`src/rtl/sync_ram.sv`:
```
// sync_ram: single-port synchronous RAM behind valid/ready request and
// response channels, with per-lane write masks, read-before-write responses,
// out-of-range detection and a word-per-cycle hardware clear sequencer.
module sync_ram #(
    parameter int unsigned word_size   = 20,
    parameter int unsigned word_amount = 30,
    parameter int unsigned lane_size   = 4,
    localparam int unsigned addr_w     = (word_amount > 1) ? $clog2(word_amount) : 1,
    localparam int unsigned lanes      = word_size / lane_size
) (
    input  logic                 clk,
    input  logic                 rst_n,
    input  logic                 clr,
    input  logic                 req_valid,
    output logic                 req_ready,
    input  logic                 req_op,
    input  logic [addr_w-1:0]    req_addr,
    input  logic [word_size-1:0] req_wdata,
    input  logic [lanes-1:0]     req_wmask,
    output logic                 rsp_valid,
    input  logic                 rsp_ready,
    output logic [word_size-1:0] rsp_rdata,
    output logic                 rsp_err,
    output logic                 busy
);

    // Reject lane geometries that do not tile the word exactly.
    if (lane_size == 0 || (word_size % lane_size) != 0) begin : g_bad_lanes
        $error("sync_ram: word_size must be a non-zero multiple of lane_size");
    end

    localparam logic [addr_w-1:0] last_ptr = addr_w'(word_amount - 1);

    typedef enum logic {
        CLEAR = 1'b0,
        IDLE  = 1'b1
    } state_t;

    state_t               state;
    logic [addr_w-1:0]    clr_ptr;
    logic [word_size-1:0] mem [word_amount];

    logic                 in_range;
    logic                 accept;
    logic                 stalled;
    logic [word_size-1:0] old_word;
    logic [word_size-1:0] mask_bits;
    logic [word_size-1:0] new_word;

    // Expand the per-lane write enables to a per-bit mask.
    for (genvar i = 0; i < int'(lanes); i++) begin : g_mask
        assign mask_bits[i*lane_size +: lane_size] = {lane_size{req_wmask[i]}};
    end

    assign in_range  = (32'(req_addr) < word_amount);
    assign stalled   = rsp_valid && !rsp_ready;
    assign req_ready = (state == IDLE) && !clr && !stalled;
    assign accept    = req_valid && req_ready;
    assign busy      = (state == CLEAR);
    assign old_word  = in_range ? mem[req_addr] : '0;
    assign new_word  = (old_word & ~mask_bits) | (req_wdata & mask_bits);

    // Control FSM, clear pointer and response registers.
    always_ff @(posedge clk or negedge rst_n) begin
        if (!rst_n) begin
            state     <= CLEAR;
            clr_ptr   <= '0;
            rsp_valid <= 1'b0;
            rsp_rdata <= '0;
            rsp_err   <= 1'b0;
        end else begin
            case (state)
                CLEAR: begin
                    if (rsp_ready) begin
                        rsp_valid <= 1'b0;
                    end
                    if (clr_ptr == last_ptr) begin
                        state   <= IDLE;
                        clr_ptr <= '0;
                    end else begin
                        clr_ptr <= clr_ptr + addr_w'(1);
                    end
                end
                IDLE: begin
                    if (accept) begin
                        rsp_valid <= 1'b1;
                        rsp_rdata <= old_word;
                        rsp_err   <= !in_range;
                    end else if (rsp_ready) begin
                        rsp_valid <= 1'b0;
                    end
                    // A stalled response must drain before a clear may start.
                    if (clr && !stalled) begin
                        state   <= CLEAR;
                        clr_ptr <= '0;
                    end
                end
                default: begin
                    state   <= CLEAR;
                    clr_ptr <= '0;
                end
            endcase
        end
    end

    // Storage array: clear writes zeros, accepted in-range writes merge lanes.
    always_ff @(posedge clk) begin
        if (state == CLEAR) begin
            mem[clr_ptr] <= '0;
        end else if (accept && req_op && in_range) begin
            mem[req_addr] <= new_word;
        end
    end

endmodule

```
`config.mk`:
```
export PLATFORM = sky130hd
export DESIGN_NAME = sync_ram
export DESIGN_NICKNAME = d
export VERILOG_FILES = /design/src/rtl/sync_ram.sv
export SDC_FILE = /design/constraint.sdc
export NUM_CORES = 1
export LEC_CHECK = 0
export BUFFER_PORTS_ARGS = -buffer_cell sky130_fd_sc_hd__buf_4
export CORE_MARGIN = 2
export CORE_UTILIZATION = 53
export DETAILED_ROUTE_END_ITERATION = 7
export PLACE_DENSITY = 0.78
export SETUP_SLACK_MARGIN = 0.1
export SLEW_MARGIN = 20
export SYNTH_ARGS = -nofsm -noshare
export SYNTH_HDL_FRONTEND = slang
export SYNTH_SLANG_ARGS = --single-unit
```
`constraint.sdc`:
```
create_clock -name clk -period 8.82 [get_ports clk]
set_input_delay 1.764 -clock clk [delete_from_list [all_inputs] [get_ports clk]]
set_output_delay 1.764 -clock clk [all_outputs]
set_load 0.01 [all_outputs]
```
==> run_results.csv <==
group,metric,value,unit
placement,gp_congestion,0.9571,
placement,detailed_place.area,26220,µm²
synthesis,synth.yosys.warnings,0,
synthesis,synth_edf_count,600,
floorplan,floorplan.die.height,221.0,µm
grt,grt.overflow.total,0,
synthesis,ys_seq_area_share,75.02,%
cells_and_area,core_util_final,60.63,%
cells_and_area,fin_nets,1426,
sta,finalSetupViolations,0,
grt,antenna_found_initial,4,
sta,hold_violations,0,
synthesis,synthDominantCellAreaShare,72.21,%
floorplan,design.die.area,48830,µm²
critical_path,cp-end-kind,"flip-flop",
clock_network,cts_sinks,628,
run,cap_viol_max_count,0,
clock_network,cts-buffers-inserted,59,
power_and_ir_drop,share_clk_of_total_power,35.8,%
grt,global_route_usage_over_all_layers,25.48,%
synthesis,netlist_area,24950,µm²
placement,detailedPlacementHpwl,38.12,mm
routing,vias_cell,6.695,
synthesis,ys_async_sr_fraction,4.459,%
synthesis,post_synth_most_frequent_cells,"sky130_fd_sc_hd__edfxtp_1, sky130_fd_sc_hd__mux2i_1, sky130_fd_sc_hd__mux4_2, sky130_fd_sc_hd__nor2_1, sky130_fd_sc_hd__nand2_1",
power_and_ir_drop,p_int,5.394,mW
critical_path,timing_worst_setup_path_type,"in2reg",
power_and_ir_drop,pwr-share-comb,12.9,%
critical_path,max_stage_delay,800,ps
cells_and_area,antenna_cells_inserted,0,
cells_and_area,final_layout_size_suffix_gt1_share,21.85,%
clock_network,cts_hold_buf,0,
routing,wl_per_cell,30.58,µm
synthesis,synthFlopType,"sky130_fd_sc_hd__edfxtp_1",
sta,relSlewSlack,29.38,%
routing,wirelength,62.50,mm
synthesis,synth_nets,1341,
power_and_ir_drop,power.ir.vdd_worst,0.1470,mV
sta,worst-slew-pin-transition,1045,ps
clock_network,post_cts.repair.setup_buffers,0,
critical_path,timing.critical_path.arrival,5470,ps
sta,fin_tns_setup,0,ps
synthesis,netlist.top_cell.by_area,"sky130_fd_sc_hd__edfxtp_1",
grt,grt_start_max_net_pins,81,
critical_path,critPathMostFrequentCell,"sky130_fd_sc_hd__buf_4",
routing,detail_route.iter0.violations,2180,
floorplan,row_count,79,
routing,ant_nets,0,
critical_path,critPathMaxFanout,37,
sta,fmax,191.0,MHz
clock_network,clkTransAtPathRegs,60,ps
floorplan,start_util,53.59,%
clock_network,tritoncts_clock_tree,"built",
critical_path,cp.required,9050,ps
grt,grt_first_pass_wirelength,90.28,mm
sta,period_needed,5235,ps
synthesis,synthTopCellsByArea,"sky130_fd_sc_hd__edfxtp_1, sky130_fd_sc_hd__mux4_2, sky130_fd_sc_hd__mux2i_1",
critical_path,worst-path-buf-inv,3,
grt,vias_in_the_first_global_route,13042,
routing,vias,13684,
power_and_ir_drop,p_per_area,256.3,nW/µm²
power_and_ir_drop,leakage,9.856,nW
floorplan,core_ar,46560,µm²
sta,finalMaxSlewViolations,0,
worst_hold_path,hp-class,"reg2reg",
power_and_ir_drop,switching_share,25.44,%
run_status,run_status,"completed",
routing,drtPass1Iterations,5,
sta,fin_skew,15.50,ps
synthesis,synth.most_common_cell,"sky130_fd_sc_hd__edfxtp_1",
sta,final_clock_period_utilization_by_the_worst_path,59.36,%
routing,drcViolationCount,0,
synthesis,synth_cell_types,56,
clock_network,postCtsResizedCells,0,
floorplan,fp.dieW,221.0,µm
synthesis,ys_seq_elements,628,
placement,port_buffers,59,
floorplan,io_pins,60,
critical_path,reg2reg_depth,8,
clock_network,htree_num_levels,2,
critical_path,standard_cell_with_the_maximum_stage_delay_on_the_critical_path,"sky130_fd_sc_hd__nor2_4",
critical_path,worstSetupStartpointType,"primary input",
clock_network,worst_skew_pair.late_latency,620,ps
power_and_ir_drop,power.sequential.fraction,51.3,%
synthesis,syn-instance-count,1303,
sta,rsz0062_at_grt,"no",
critical_path,regToRegStartpoint,"state",
cells_and_area,final_standard_cell_area_without_fillers,28230,µm²
critical_path,cp-startpoint,"req_addr[1]",
worst_hold_path,hold_path_depth,2,
clock_network,cts_max_path_buffers,3,
synthesis,syn-mean-instance-area,19.15,µm²
power_and_ir_drop,power_switching,1.840,mW
critical_path,cp_num_cells,8,
worst_hold_path,hold_path.startpoint,"rsp_rdata[18]",
clock_network,clockRootBuffer,"sky130_fd_sc_hd__clkbuf_16",
cells_and_area,area_delta_synth_final,13.13,%
critical_path,cpLargestDelayFamily,"simple AND/OR/NAND/NOR gates",
critical_path,critical_path.cell_chain,"buf_4 -> buf_4 -> and2_1 -> nand3_1 -> nand3_1 -> buf_4 -> a41oi_1 -> nor2_4",
==> flip-flops by register name, indices dropped and copies added (netlist names) <==
register,count
state,1
mem,600
clr_ptr,5
rsp_valid,1
rsp_rdata,20
rsp_err,1
==> worst reg2reg max path, stage by stage (launching register included) <==
cell and delay [ps]:
sky130_fd_sc_hd__dfrtp_1 450, sky130_fd_sc_hd__nor2b_1 220, sky130_fd_sc_hd__and3_1 470, sky130_fd_sc_hd__nand3_1 380, sky130_fd_sc_hd__buf_4 360, sky130_fd_sc_hd__nor2_1 300
sky130_fd_sc_hd__a32oi_1 100, sky130_fd_sc_hd__buf_4 270, sky130_fd_sc_hd__nor2_4 670
==> path summary, 6_finish.rpt <==
| check | to | slack [ps] |
|---|---|---|
| max | mem[25][4] | 3580 |
| min | rsp_rdata[18] | 490 |
| max reg2reg | mem[25][4] | 5210 |
| min reg2reg | rsp_rdata[18] | 490 |
| max in group asynchronous | clr_ptr[3] | 7370 |
| min in group asynchronous | rsp_rdata[11] | 1100 |
==> power by group through the flow <==
stage	Clock, mW	Combinational, mW	Sequential, mW
final	2.59	0.935	3.71
after global routing	2.72	0.979	3.73
after CTS	2.60	0.919	3.71
after detailed placement	0	0.913	3.76
after global placement	0	0.854	3.75
after floorplan	0	0.485	3.73
==> layer usage <==
layer | vias up | share of wire, % | GRT usage (%)
met5 | - | 0 | 0
met4 | 0 | 4.3 | 9.937
met3 | 156 | 13 | 6.174
met2 | 1077 | 44 | 37.09
met1 | 6908 | 38 | 37.57
li1 | 5543 | - | -
==> final cells by class <==
| class | instances | area [µm²] |
|---|---|---|
| Inverter | 7 | 26.28 |
| Clock buffer | 71 | 1543 |
| Timing Repair Buffer | 92 | 723.2 |
| Fill cell | 3145 | 18330 |
| Tap cell | 607 | 759.5 |
| Multi-Input combinational cell | 600 | 6027 |
| Clock inverter | 39 | 430.4 |
| Sequential cell | 628 | 18720 |
==> logic make-up (layout without fill, tap and decap cells) <==
| family | count (synthesis) | in the layout | synth area share [%] |
|---|---|---|---|
| multiplexers | 212 | 212 | 13.78 |
| adder cells (fa/ha/maj) | 2 | 2 | 0.1003 |
| AO/OA/AOI/OAI | 186 | 186 | 5.155 |
| AND/OR/NAND/NOR | 200 | 200 | 3.816 |
| buffers and inverters | 75 | 209 | 2.126 |
| flip-flops | 628 | 628 | 75.02 |
==> placed cells by master (no fill, tap or decap), types with 11 or more instances in the layout <==
master and instances:
sky130_fd_sc_hd__nand2_1 52, sky130_fd_sc_hd__clkbuf_1 11, sky130_fd_sc_hd__o21ai_0 38, sky130_fd_sc_hd__mux4_2 78
sky130_fd_sc_hd__nor2_4 28, sky130_fd_sc_hd__buf_4 89, sky130_fd_sc_hd__a21oi_1 23, sky130_fd_sc_hd__nand3_1 26
sky130_fd_sc_hd__mux2i_1 101, sky130_fd_sc_hd__a22oi_1 19, sky130_fd_sc_hd__dfrtp_1 28, sky130_fd_sc_hd__o221ai_1 15
sky130_fd_sc_hd__mux2_2 13, sky130_fd_sc_hd__edfxtp_1 600, sky130_fd_sc_hd__mux4_1 20, sky130_fd_sc_hd__clkbuf_16 60
sky130_fd_sc_hd__clkinv_1 16, sky130_fd_sc_hd__nor2_1 28, sky130_fd_sc_hd__nor2b_1 12
==> per-stage QoR <==
stage	setup slack (ps)	cells	power (mW)	hold WS [ps]
after global placement	3069	1934	4.604	470.4
after floorplan	3813	1303	4.214	495.2
final	3585	2044	7.234	488.4
after CTS	3611	2044	7.223	495.5
after global routing	3556	2044	7.425	515.4
after detailed placement	2980	1934	4.677	482.0
Note: power is estimated with default switching activity, not from simulation.
